**config.mk**
```make
export PLATFORM = sky130hd
export DESIGN_NAME = inst_queue
export DESIGN_NICKNAME = d
export VERILOG_FILES = /design/src/rtl/inst_queue.sv
export SDC_FILE = /design/constraint.sdc
export NUM_CORES = 1
export LEC_CHECK = 0
export CORE_ASPECT_RATIO = 1.25
export CORE_MARGIN = 2
export CORE_UTILIZATION = 41
export DETAILED_ROUTE_END_ITERATION = 7
export GPL_TIMING_DRIVEN = 0
export SLEW_MARGIN = 20
export SYNTH_ARGS = -nofsm -noshare
export SYNTH_HDL_FRONTEND = slang
export SYNTH_SLANG_ARGS = --single-unit
```
**constraint.sdc**
```tcl
create_clock -name clk -period 8.07 [get_ports clk]
set_clock_uncertainty 0.2 [all_clocks]
set_input_delay 1.614 -clock clk [delete_from_list [all_inputs] [get_ports clk]]
set_output_delay 1.614 -clock clk [all_outputs]
set_load 0.03 [all_outputs]
```
**src/rtl/inst_queue.sv**
```systemverilog
// Instruction queue between fetch and decode: circular buffer with multi-lane
// enqueue/dequeue, a combinational dequeue view and delay-slot tracking.
module inst_queue #(
  parameter int ENTRY_NUM = 8,
  parameter int IN_WIDTH  = 2,
  parameter int OUT_WIDTH = 2,
  parameter int GHR_WIDTH = 5
) (
  input  logic                            clk,
  input  logic                            rst,
  input  logic                            flush,
  input  logic [$clog2(IN_WIDTH+1)-1:0]   push_num,
  input  logic [IN_WIDTH*32-1:0]          push_pc,
  input  logic [IN_WIDTH*32-1:0]          push_inst,
  input  logic [IN_WIDTH-1:0]             push_taken,
  input  logic [IN_WIDTH*GHR_WIDTH-1:0]   push_pht,
  output logic                            can_push,
  input  logic [$clog2(OUT_WIDTH+1)-1:0]  pop_req,
  input  logic [OUT_WIDTH-1:0]            is_next_delayslot,
  output logic [OUT_WIDTH-1:0]            out_valid,
  output logic [OUT_WIDTH*32-1:0]         out_pc,
  output logic [OUT_WIDTH*32-1:0]         out_inst,
  output logic [OUT_WIDTH-1:0]            out_taken,
  output logic [OUT_WIDTH*GHR_WIDTH-1:0]  out_pht,
  output logic [OUT_WIDTH-1:0]            out_delayslot,
  output logic [$clog2(ENTRY_NUM+1)-1:0]  count
);

  localparam int PTR_W  = $clog2(ENTRY_NUM);
  localparam int CNT_W  = $clog2(ENTRY_NUM + 1);
  localparam int PUSH_W = $clog2(IN_WIDTH + 1);
  localparam int POP_W  = $clog2(OUT_WIDTH + 1);

  typedef struct packed {
    logic [31:0]          pc;
    logic [31:0]          inst;
    logic                 taken;
    logic [GHR_WIDTH-1:0] pht;
  } entry_t;

  entry_t           mem [ENTRY_NUM];
  entry_t           rd_entry;
  logic [PTR_W-1:0] head, tail;
  logic             ds_pending, ds_next;
  logic [CNT_W-1:0] push_cnt, pop_lim, pop_cnt;

  // Occupancy comes from the registered count only, so a same-cycle pop never
  // opens room for a push.
  assign can_push = (count <= CNT_W'(ENTRY_NUM - IN_WIDTH));

  // NOTE: every variable gets a default before any conditional assignment so no latch is inferred.
  always_comb begin
    push_cnt = '0;
    if (can_push)
      push_cnt = (push_num > PUSH_W'(IN_WIDTH)) ? CNT_W'(IN_WIDTH) : CNT_W'(push_num);
    pop_lim = (pop_req > POP_W'(OUT_WIDTH)) ? CNT_W'(OUT_WIDTH) : CNT_W'(pop_req);
    pop_cnt = (pop_lim < count) ? pop_lim : count;
    ds_next = ds_pending;
    for (int i = 0; i < OUT_WIDTH; i++)
      if (pop_cnt == CNT_W'(i + 1)) ds_next = is_next_delayslot[i];
  end

  // NOTE: storage is deliberately not reset; count alone decides which entries are live.
  always_ff @(posedge clk) begin
    if (rst && !flush) begin
      for (int i = 0; i < IN_WIDTH; i++)
        if (CNT_W'(i) < push_cnt)
          mem[tail + PTR_W'(i)] <= '{pc:    push_pc[i*32 +: 32],
                                     inst:  push_inst[i*32 +: 32],
                                     taken: push_taken[i],
                                     pht:   push_pht[i*GHR_WIDTH +: GHR_WIDTH]};
    end
  end

  // NOTE: state registers use non-blocking assignments so all updates see pre-edge values.
  always_ff @(posedge clk) begin
    if (!rst) begin
      head       <= '0;
      tail       <= '0;
      count      <= '0;
      ds_pending <= 1'b0;
    end else if (flush) begin
      head       <= '0;
      tail       <= '0;
      count      <= '0;
      ds_pending <= 1'b0;
    end else begin
      head       <= head + PTR_W'(pop_cnt);
      tail       <= tail + PTR_W'(push_cnt);
      count      <= count + push_cnt - pop_cnt;
      ds_pending <= ds_next;
    end
  end

  // Dequeue view: lane i shows entry head+i; lanes beyond count read as zero.
  always_comb begin
    out_valid     = '0;
    out_pc        = '0;
    out_inst      = '0;
    out_taken     = '0;
    out_pht       = '0;
    out_delayslot = '0;
    rd_entry      = '0;
    for (int i = 0; i < OUT_WIDTH; i++) begin
      if (CNT_W'(i) < count) begin
        rd_entry                         = mem[head + PTR_W'(i)];
        out_valid[i]                     = 1'b1;
        out_pc[i*32 +: 32]               = rd_entry.pc;
        out_inst[i*32 +: 32]             = rd_entry.inst;
        out_taken[i]                     = rd_entry.taken;
        out_pht[i*GHR_WIDTH +: GHR_WIDTH] = rd_entry.pht;
      end
    end
    out_delayslot[0] = ds_pending & out_valid[0];
    for (int i = 1; i < OUT_WIDTH; i++)
      out_delayslot[i] = is_next_delayslot[i-1] & out_valid[i];
  end

endmodule

```
==> results of run 1 <==
==> layout make-up <==
class / instances / area (um2) / share of cell area
clock buffer: 75 / 1660 / 0.0404
inverter: 17 / 63.8 / 0.00155
antenna: 14 / 35.0 / 0.000851
sequential: 571 / 17000 / 0.414
buffer: 161 / 812 / 0.0197
multi-input combinational: 1286 / 15800 / 0.384
timing repair buffer: 348 / 4060 / 0.0986
clock inverter: 40 / 343 / 0.00833
tap: 1071 / 1340 / 0.0325
==> critical path: stages (launching register included) <==
cell and delay, ns:
dfxtp_1 0.36, buf_2 0.34, buf_2 0.45, clkbuf_1 0.70, clkbuf_1 0.75, mux4_2 0.35
nand2_1 0.05, a21oi_1 0.44, clkdlybuf4s50_1 0.77
==> sequential cells by signal, indices dropped and copies added (netlist names) <==
register    cells
mem           560
tail            3
head            3
ds_pending      1
count           4
==> layout by cell type (no fill, tap or decap), types with 58 or more instances in the layout <==
master | netlist | final
nand2_1 | 146 | 146
mux2_2 | 422 | 422
a21oi_1 | 71 | 71
nor2_1 | 82 | 81
mux2i_1 | 70 | 70
clkdlybuf4s50_1 | 0 | 297
clkbuf_16 | 0 | 65
mux2_4 | 138 | 138
mux4_2 | 280 | 280
edfxtp_1 | 560 | 560
clkbuf_1 | 51 | 58
buf_2 | 67 | 70
==> power breakdown <==
group | internal (mW) | switching, mW
registers | 3.37 | 0.0566
logic | 1.90 | 2.57
clock network | 1.65 | 1.24
total | 6.91 | 3.86
==> through the flow <==
step,power [mW],cells
after global routing,11.2,3577
after detailed placement,7.98,3454
after CTS,10.9,3569
after global placement,7.92,3403
after floorplan,6.21,2035
final,10.8,3583
==> metal layers <==
layer	vias up	wire, um	GRT usage
li1	9085	-	-
met5	-	81	0
met4	14	4070	0.0985
met1	11355	43000	0.329
met3	213	7350	0.0436
met2	872	57300	0.462
==> final timing paths <==
check	startpoint	to	slack (ns)	cells after the start
max reg2reg	count[3]	mem[3][32]	4.16	10
min	ds_pending	ds_pending	0.32	2
min reg2reg	ds_pending	ds_pending	0.32	2
max	head[0]	out_pht[5]	1.39	8
==> kinds of logic after synthesis <==
kind of cell / synth area share
AOI/OAI and AO/OA: 0.0154
xor gates and xnor gates: 0.00235
adders and majority gates: 0.00648
buffers and inverters: 0.0257
DFF: 0.507
muxes: 0.412
and+or+nand+nor: 0.0316
==> flow_results.xml, run 1 <==
<?xml version="1.0" encoding="UTF-8"?>
<metrics>
  <group name="yosys">
    <metric name="yosys.area.top_type_share" unit="">0.500</metric>
    <metric name="yosys-top-cells-area" unit="">edfxtp_1 (50%), mux4_2 (19%), mux2_2 (14%)</metric>
    <metric name="postSynthAreaPerCell" unit="um2">16.5</metric>
    <metric name="synth-warning-count" unit="">0</metric>
    <metric name="synthesis.nets" unit="">2199</metric>
    <metric name="yosysMostFrequentCell" unit="">edfxtp_1</metric>
    <metric name="synth_sequential_area_ratio" unit="">0.507</metric>
    <metric name="netlist.top_cell.by_area" unit="">edfxtp_1</metric>
    <metric name="share_of_async_settable_or_async_resettable_flops_after_synthesis" unit="">0</metric>
    <metric name="synth_edf_count" unit="">560</metric>
    <metric name="ys_seq_elements" unit="">571</metric>
    <metric name="synth_common_cells" unit="">edfxtp_1 (560), mux2_2 (422), mux4_2 (280)</metric>
    <metric name="synth_cells" unit="">2035</metric>
    <metric name="syn-cell-area" unit="um2">33600</metric>
    <metric name="yosys.cell_types.count" unit="">41</metric>
    <metric name="synth-main-ff-cell" unit="">edfxtp_1</metric>
  </group>
  <group name="cts">
    <metric name="postCtsSetupRepairBufs" unit="">0</metric>
    <metric name="cts_tree" unit="">built</metric>
    <metric name="clock-root-buffer" unit="">clkbuf_16</metric>
    <metric name="cts.clk_slew.worst_paths" unit="ns">0.06</metric>
    <metric name="clock-sinks" unit="">571</metric>
    <metric name="cts.htree.levels" unit="">2</metric>
    <metric name="hold_buffers" unit="">0</metric>
    <metric name="cts-resized-gates" unit="">0</metric>
    <metric name="cts_buffer_depth" unit="">3</metric>
    <metric name="cts_made_buffers" unit="">61</metric>
    <metric name="worstSkewPairLatency" unit="ns">0.65</metric>
  </group>
  <group name="finish">
    <metric name="area_delta_synth_final" unit="%">22.5</metric>
    <metric name="fin_nets" unit="">2610</metric>
    <metric name="finish.instance_area" unit="um2">41200</metric>
    <metric name="finalCoreUtilization" unit="">0.506</metric>
    <metric name="layout-drive-gt1-share" unit="">0.435</metric>
    <metric name="fill_cells" unit="">6919</metric>
  </group>
  <group name="global_routing">
    <metric name="pin_count_of_the_biggest_net_entering_global_routing" unit="">17</metric>
    <metric name="number_of_global_route_vias_before_repair" unit="">22896</metric>
    <metric name="grt_antenna_before_repair" unit="">19</metric>
    <metric name="globalRoute.totalOverflow" unit="">0</metric>
    <metric name="grt_pass1_wl" unit="um">159000</metric>
    <metric name="grt_total_usage" unit="">0.264</metric>
  </group>
  <group name="run">
    <metric name="drv.max_cap_violation_count" unit="">0</metric>
  </group>
  <group name="routing">
    <metric name="drtIter0Drc" unit="">2022</metric>
    <metric name="avgRoutedWirePerCell" unit="um">31.2</metric>
    <metric name="final_antenna_net_count" unit="">0</metric>
    <metric name="vias" unit="">21539</metric>
    <metric name="remaining_drc_errors" unit="">0</metric>
    <metric name="detail_route.first_pass.iterations" unit="">5</metric>
    <metric name="route.final.wire_length" unit="um">112000</metric>
    <metric name="dr_vias_cell" unit="">6.01</metric>
  </group>
  <group name="placed_design">
    <metric name="area_after_dpl" unit="um2">39100</metric>
    <metric name="post-place-ws" unit="ns">1.96</metric>
    <metric name="routabilityCongestion" unit="">0.794</metric>
    <metric name="place.detailed.hpwl" unit="um">77300</metric>
    <metric name="buffer_ports.inserted" unit="">297</metric>
  </group>
  <group name="die">
    <metric name="floorplan.rows" unit="">117</metric>
    <metric name="initial_utilization" unit="">0.413</metric>
    <metric name="io_pins" unit="">298</metric>
    <metric name="core_area" unit="um2">81400</metric>
    <metric name="floorplan.die.height" unit="um">324</metric>
    <metric name="dieArea" unit="um2">84300</metric>
    <metric name="chipWidth" unit="um">260</metric>
  </group>
  <group name="worst_setup_path">
    <metric name="critPathCaptureType" unit="">output pin</metric>
    <metric name="timing.critical_path.fanout_max" unit="">10</metric>
    <metric name="criticalPathCategory" unit="">register to output pin</metric>
    <metric name="arrival" unit="ns">4.87</metric>
    <metric name="cp.required" unit="ns">6.26</metric>
    <metric name="worstSetupStartpointType" unit="">register</metric>
  </group>
  <group name="power">
    <metric name="power.static_leakage" unit="nW">13.8</metric>
    <metric name="peakVddDrop" unit="mV">0.184</metric>
    <metric name="pwr_density_cell" unit="nW/um2">262</metric>
  </group>
  <group name="timing">
    <metric name="worst_hold_slack" unit="ns">0.321</metric>
    <metric name="number_of_pins_exceeding_their_max_slew_limit_in_the_final_report" unit="">0</metric>
    <metric name="maxClockFrequency" unit="MHz">150</metric>
    <metric name="setup_total_negative_slack" unit="ns">0</metric>
    <metric name="hold_viol_final" unit="">0</metric>
    <metric name="finalWorstPathRequiredPeriod" unit="ns">6.68</metric>
    <metric name="grt_setup_unrepaired" unit="">false</metric>
    <metric name="timing.final.crit_share" unit="">0.828</metric>
    <metric name="setup_violations" unit="">0</metric>
    <metric name="worst_pin_slew" unit="ns">1.14</metric>
    <metric name="max_slew_margin" unit="">0.236</metric>
    <metric name="finalWorstSetupSlack" unit="ns">1.39</metric>
  </group>
  <group name="status">
    <metric name="outcome" unit="">finished clean</metric>
  </group>
  <group name="worst_hold_path">
    <metric name="holdCritPathClass" unit="">register to register</metric>
  </group>
</metrics>
Power figures use the tool's default switching activity.
==> run 2, diff against run 1 <==
==> constraint.sdc (replaced) <==
create_clock -name clk -period 5.5 [get_ports clk]
set_clock_uncertainty 0.2 [all_clocks]
set_input_delay 1.1 -clock clk [delete_from_list [all_inputs] [get_ports clk]]
set_output_delay 1.1 -clock clk [all_outputs]
set_load 0.03 [all_outputs]
==> flow_results.xml, run 2 (synthesis gave the netlist of run 1 again) <==
<?xml version="1.0" encoding="UTF-8"?>
<metrics>
  <group name="timing">
    <metric name="timing.final.crit_share" unit="">0.983</metric>
    <metric name="finalWorstPathRequiredPeriod" unit="ns">5.41</metric>
    <metric name="maxClockFrequency" unit="MHz">185</metric>
    <metric name="worst_pin_slew" unit="ns">1.14</metric>
    <metric name="setup_total_negative_slack" unit="ns">0</metric>
    <metric name="grt_setup_unrepaired" unit="">false</metric>
    <metric name="max_slew_margin" unit="">0.236</metric>
    <metric name="setup_violations" unit="">0</metric>
    <metric name="number_of_pins_exceeding_their_max_slew_limit_in_the_final_report" unit="">0</metric>
    <metric name="hold_viol_final" unit="">0</metric>
  </group>
  <group name="global_routing">
    <metric name="grt_total_usage" unit="">0.263</metric>
    <metric name="pin_count_of_the_biggest_net_entering_global_routing" unit="">17</metric>
    <metric name="grt_pass1_wl" unit="um">159000</metric>
    <metric name="number_of_global_route_vias_before_repair" unit="">22881</metric>
    <metric name="globalRoute.totalOverflow" unit="">0</metric>
    <metric name="grt_antenna_before_repair" unit="">18</metric>
  </group>
  <group name="finish">
    <metric name="largest_reg_flops" unit="">560</metric>
    <metric name="most_common_cell_after_layout_fill_and_taps_aside" unit="">edfxtp_1</metric>
    <metric name="multi_input_comb_area" unit="um2">15800</metric>
    <metric name="layoutNonFillerInstCount" unit="">3583</metric>
    <metric name="regArea" unit="um2">17000</metric>
    <metric name="finalCoreUtilization" unit="">0.509</metric>
    <metric name="layout_common_cells" unit="">edfxtp_1 (560), mux2_2 (422), clkdlybuf4s50_1 (297)</metric>
    <metric name="fill_cells" unit="">6868</metric>
    <metric name="area_delta_synth_final" unit="%">23.2</metric>
    <metric name="top_flop_regs" unit="">mem (560), count (4)</metric>
    <metric name="largest_register" unit="">mem</metric>
    <metric name="layout-drive-gt1-share" unit="">0.444</metric>
    <metric name="fin_nets" unit="">2610</metric>
  </group>
  <group name="die">
    <metric name="floorplan.rows" unit="">117</metric>
    <metric name="dieArea" unit="um2">84300</metric>
    <metric name="initial_utilization" unit="">0.413</metric>
    <metric name="chipWidth" unit="um">260</metric>
    <metric name="floorplan.die.height" unit="um">324</metric>
    <metric name="core_area" unit="um2">81400</metric>
    <metric name="io_pins" unit="">298</metric>
  </group>
  <group name="worst_setup_path">
    <metric name="timing.critical_path.buf_inv" unit="">4</metric>
    <metric name="criticalPathCategory" unit="">register to output pin</metric>
    <metric name="critPathMaxStageDelay" unit="ns">0.75</metric>
    <metric name="critPathTopFamily" unit="">buffers and inverters</metric>
    <metric name="worstSetupStartpointType" unit="">register</metric>
    <metric name="worst_path_max_delay_cell" unit="">clkdlybuf4s50_1</metric>
    <metric name="arrival" unit="ns">4.11</metric>
    <metric name="cp.required" unit="ns">4.20</metric>
    <metric name="timing.critical_path.cells" unit="">buf_2, buf_2, buf_1, mux4_2, nand2_1, a21oi_1, clkdlybuf4s50_1</metric>
    <metric name="timing.critical_path.fanout_max" unit="">10</metric>
    <metric name="cpMostUsedCell" unit="">buf_2</metric>
    <metric name="critPathCaptureType" unit="">output pin</metric>
  </group>
  <group name="routing">
    <metric name="vias" unit="">21493</metric>
    <metric name="route.final.wire_length" unit="um">111000</metric>
    <metric name="drtIter0Drc" unit="">1995</metric>
    <metric name="dr_vias_cell" unit="">6.00</metric>
    <metric name="final_antenna_net_count" unit="">0</metric>
    <metric name="remaining_drc_errors" unit="">0</metric>
    <metric name="avgRoutedWirePerCell" unit="um">31.1</metric>
    <metric name="detail_route.first_pass.iterations" unit="">5</metric>
  </group>
  <group name="placed_design">
    <metric name="buffer_ports.inserted" unit="">297</metric>
    <metric name="placed_cells" unit="">3455</metric>
    <metric name="place.detailed.hpwl" unit="um">77300</metric>
    <metric name="routabilityCongestion" unit="">0.790</metric>
  </group>
  <group name="power">
    <metric name="total_power" unit="mW">16.1</metric>
    <metric name="pwr_density_cell" unit="nW/um2">390</metric>
    <metric name="power.internal" unit="mW">10.5</metric>
    <metric name="peakVddDrop" unit="mV">0.313</metric>
    <metric name="power.static_leakage" unit="nW">13.9</metric>
    <metric name="clock_power_share" unit="">0.281</metric>
    <metric name="seqPwrFrac" unit="">0.312</metric>
    <metric name="netSwitchingFraction" unit="">0.351</metric>
    <metric name="power.combinational.fraction" unit="">0.407</metric>
    <metric name="power.net_switching" unit="mW">5.67</metric>
  </group>
  <group name="cts">
    <metric name="cts.htree.levels" unit="">2</metric>
    <metric name="clock-root-buffer" unit="">clkbuf_16</metric>
    <metric name="worstSkewPairLatency" unit="ns">0.65</metric>
    <metric name="cts_buffer_depth" unit="">3</metric>
    <metric name="cts.clk_slew.worst_paths" unit="ns">0.06</metric>
    <metric name="hold_buffers" unit="">0</metric>
    <metric name="cts_made_buffers" unit="">61</metric>
    <metric name="clock-sinks" unit="">571</metric>
    <metric name="cts_tree" unit="">built</metric>
  </group>
  <group name="worst_hold_path">
    <metric name="holdCritPathClass" unit="">register to register</metric>
  </group>
  <group name="status">
    <metric name="outcome" unit="">finished clean</metric>
  </group>
  <group name="run">
    <metric name="drv.max_cap_violation_count" unit="">0</metric>
  </group>
</metrics>
run 2: through the flow:
stage / area, um2 / hold WS [ns] / worst slack [ns]
finish: 41400 / 0.306 / 0.0914
global placement: 37900 / 0.290 / -9.68
floorplan: 33600 / 0.270 / -1.89
global route: 41400 / 0.334 / 0.0248
detailed placement: 39100 / 0.289 / 0.0741
CTS: 41400 / 0.304 / 0.0105
run 2: worst min-delay path, stage by stage (launching register included):
cell      delay [ns]
dfxtp_1         0.31
o21ai_0         0.07
a311oi_1        0.08
run 2: area by class of cell:
class	count	area share
Clock inverter	45	0.0137
Inverter	17	0.00154
Buffer	160	0.0208
Multi-Input combinational cell	1286	0.382
Antenna cell	14	0.000846
Sequential cell	571	0.411
Timing Repair Buffer	349	0.0984
Clock buffer	70	0.0387
Tap cell	1071	0.0324
run 2: path summary, 6_finish.rpt:
kind | slack (ns) | cells past startpoint | endpoint | startpoint
worst max-delay path | 0.09 | 7 | out_inst[46] | head[0]
worst min-delay path | 0.31 | 2 | ds_pending | ds_pending
worst max register to register | 1.75 | 10 | mem[1][12] | count[0]
worst min register to register | 0.31 | 2 | ds_pending | ds_pending
run 2: power groups by stage:
| stage | Clock (mW) | Combinational (mW) | Sequential [mW] |
|---|---|---|---|
| after floorplan | 0 | 3.99 | 5.11 |
| after global placement | 0 | 6.47 | 5.14 |
| after CTS | 4.60 | 6.63 | 5.03 |
| final | 4.54 | 6.57 | 5.03 |
| after detailed placement | 0 | 6.60 | 5.11 |
| after global routing | 4.74 | 6.90 | 5.04 |
run 2: metal layers:
layer  up-vias  track usage  routed length [um]  part of all wire
met3       200       0.0444                7220             0.065
li1       9095            -                   -                 -
met4        16       0.0957                3920             0.035
met5         -            0                 103           0.00092
met1     11289        0.334               43800              0.39
met2       893        0.452               56400              0.51
run 2: what timing repair did:
item                                    in CTS  in global routing
setup buffers                                0                  0
endpoints found under the setup margin     132                 15
pin swaps                                    0                  0
resized for setup                           21                  7
cloned                                       0                  0
==> run 3, diff against run 2 <==
--- a/config.mk
+++ b/config.mk
@@ -7,10 +7,11 @@
 export LEC_CHECK = 0
 export CORE_ASPECT_RATIO = 1.25
 export CORE_MARGIN = 2
-export CORE_UTILIZATION = 41
+export CORE_UTILIZATION = 35
 export DETAILED_ROUTE_END_ITERATION = 7
 export GPL_TIMING_DRIVEN = 0
 export SLEW_MARGIN = 20
 export SYNTH_ARGS = -nofsm -noshare
 export SYNTH_HDL_FRONTEND = slang
 export SYNTH_SLANG_ARGS = --single-unit
+export TNS_END_PERCENT = 30
==> flow_results.xml, run 3 (synthesis gave the netlist of run 1 again) <==
<?xml version="1.0" encoding="UTF-8"?>
<metrics>
  <group name="status">
    <metric name="outcome" unit="">finished clean</metric>
  </group>
  <group name="timing">
    <metric name="timing.final.crit_share" unit="">0.988</metric>
    <metric name="setup_total_negative_slack" unit="ns">0</metric>
    <metric name="worst_hold_slack" unit="ns">0.304</metric>
    <metric name="hold_viol_final" unit="">0</metric>
    <metric name="grt_setup_unrepaired" unit="">true</metric>
    <metric name="number_of_pins_exceeding_their_max_slew_limit_in_the_final_report" unit="">0</metric>
    <metric name="finalWorstSetupSlack" unit="ns">0.0634</metric>
    <metric name="worst_pin_slew" unit="ns">1.10</metric>
    <metric name="maxClockFrequency" unit="MHz">184</metric>
    <metric name="max_slew_margin" unit="">0.265</metric>
    <metric name="finalWorstPathRequiredPeriod" unit="ns">5.44</metric>
    <metric name="setup_violations" unit="">0</metric>
  </group>
  <group name="worst_setup_path">
    <metric name="critPathCaptureType" unit="">output pin</metric>
    <metric name="timing.critical_path.fanout_max" unit="">10</metric>
    <metric name="cp.required" unit="ns">4.20</metric>
    <metric name="arrival" unit="ns">4.14</metric>
    <metric name="worstSetupStartpointType" unit="">register</metric>
    <metric name="criticalPathCategory" unit="">register to output pin</metric>
  </group>
  <group name="cts">
    <metric name="cts.htree.levels" unit="">2</metric>
    <metric name="postCtsSetupRepairBufs" unit="">0</metric>
    <metric name="hold_buffers" unit="">0</metric>
    <metric name="cts.clk_slew.worst_paths" unit="ns">0.06</metric>
    <metric name="cts_buffer_depth" unit="">3</metric>
    <metric name="cts-resized-gates" unit="">23</metric>
    <metric name="clock-root-buffer" unit="">clkbuf_16</metric>
    <metric name="cts_made_buffers" unit="">58</metric>
    <metric name="worstSkewPairLatency" unit="ns">0.63</metric>
    <metric name="cts_tree" unit="">built</metric>
    <metric name="clock-sinks" unit="">571</metric>
  </group>
  <group name="global_routing">
    <metric name="grt_total_usage" unit="">0.228</metric>
    <metric name="globalRoute.totalOverflow" unit="">0</metric>
    <metric name="pin_count_of_the_biggest_net_entering_global_routing" unit="">18</metric>
    <metric name="grt_pass1_wl" unit="um">161000</metric>
    <metric name="grt_antenna_before_repair" unit="">27</metric>
    <metric name="number_of_global_route_vias_before_repair" unit="">22745</metric>
  </group>
  <group name="routing">
    <metric name="dr_vias_cell" unit="">5.63</metric>
    <metric name="route.final.wire_length" unit="um">113000</metric>
    <metric name="remaining_drc_errors" unit="">0</metric>
    <metric name="drtIter0Drc" unit="">1887</metric>
    <metric name="vias" unit="">21350</metric>
    <metric name="final_antenna_net_count" unit="">0</metric>
    <metric name="avgRoutedWirePerCell" unit="um">29.8</metric>
    <metric name="detail_route.first_pass.iterations" unit="">6</metric>
  </group>
  <group name="finish">
    <metric name="finalCoreUtilization" unit="">0.433</metric>
    <metric name="top_flop_regs" unit="">mem (560), count (4)</metric>
    <metric name="most_common_cell_after_layout_fill_and_taps_aside" unit="">edfxtp_1</metric>
    <metric name="largest_register" unit="">mem</metric>
    <metric name="largest_reg_flops" unit="">560</metric>
    <metric name="area_delta_synth_final" unit="%">23.1</metric>
    <metric name="layoutNonFillerInstCount" unit="">3793</metric>
    <metric name="layout-drive-gt1-share" unit="">0.439</metric>
    <metric name="fin_nets" unit="">2607</metric>
    <metric name="finish.instance_area" unit="um2">41400</metric>
    <metric name="layout_common_cells" unit="">edfxtp_1 (560), mux2_2 (422), clkdlybuf4s50_1 (297)</metric>
    <metric name="regArea" unit="um2">17000</metric>
    <metric name="multi_input_comb_area" unit="um2">15800</metric>
    <metric name="fill_cells" unit="">8453</metric>
  </group>
  <group name="die">
    <metric name="core_area" unit="um2">95500</metric>
    <metric name="floorplan.rows" unit="">127</metric>
    <metric name="dieArea" unit="um2">98500</metric>
    <metric name="floorplan.die.height" unit="um">350</metric>
    <metric name="chipWidth" unit="um">281</metric>
    <metric name="io_pins" unit="">298</metric>
    <metric name="initial_utilization" unit="">0.352</metric>
  </group>
  <group name="power">
    <metric name="pwr_density_cell" unit="nW/um2">377</metric>
    <metric name="power.static_leakage" unit="nW">13.7</metric>
    <metric name="peakVddDrop" unit="mV">0.243</metric>
    <metric name="total_power" unit="mW">15.6</metric>
  </group>
  <group name="placed_design">
    <metric name="placed_cells" unit="">3672</metric>
    <metric name="post-place-ws" unit="ns">-0.219</metric>
    <metric name="buffer_ports.inserted" unit="">297</metric>
    <metric name="routabilityCongestion" unit="">0.811</metric>
    <metric name="place.detailed.hpwl" unit="um">80100</metric>
    <metric name="area_after_dpl" unit="um2">39400</metric>
  </group>
  <group name="worst_hold_path">
    <metric name="holdCritPathClass" unit="">register to register</metric>
  </group>
  <group name="run">
    <metric name="drv.max_cap_violation_count" unit="">0</metric>
  </group>
</metrics>
-- run 3: per-layer routing --
layer	GRT usage	share of wire	vias to the layer above
met5	0	0.00091	-
met4	0.0987	0.044	20
met2	0.398	0.51	853
met1	0.274	0.38	11173
li1	-	-	9060
met3	0.0413	0.067	244
-- run 3: worst paths after layout --
| kind | from | end | slack (ns) | cells past startpoint |
|---|---|---|---|---|
| max | head[2] | out_pc[34] | 0.06 | 7 |
| min | ds_pending | ds_pending | 0.30 | 2 |
| max reg2reg | count[3] | mem[3][33] | 1.57 | 10 |
| min reg2reg | ds_pending | ds_pending | 0.30 | 2 |
-- run 3: report_power, final --
group,switching [mW],internal [mW]
logic,3.81,2.82
registers,0.0792,4.95
clock network,1.76,2.17
total,5.65,9.93
-- run 3: layout make-up --
cell class / instances / area share
sequential: 571 / 0.412
antenna: 16 / 0.000968
timing repair buffer: 348 / 0.0986
buffer: 161 / 0.0211
clock buffer: 72 / 0.0364
inverter: 17 / 0.00154
clock inverter: 32 / 0.00753
tap: 1290 / 0.0390
multi-input combinational: 1286 / 0.383
-- run 3: worst max-delay path, stage by stage (launching register included) --
cell and delay, ns:
dfxtp_1 0.30, clkbuf_2 0.40, xnor2_2 0.55, buf_6 0.23
clkbuf_1 0.62, nand2_1 0.11, a21oi_1 0.50, clkdlybuf4s50_1 0.78
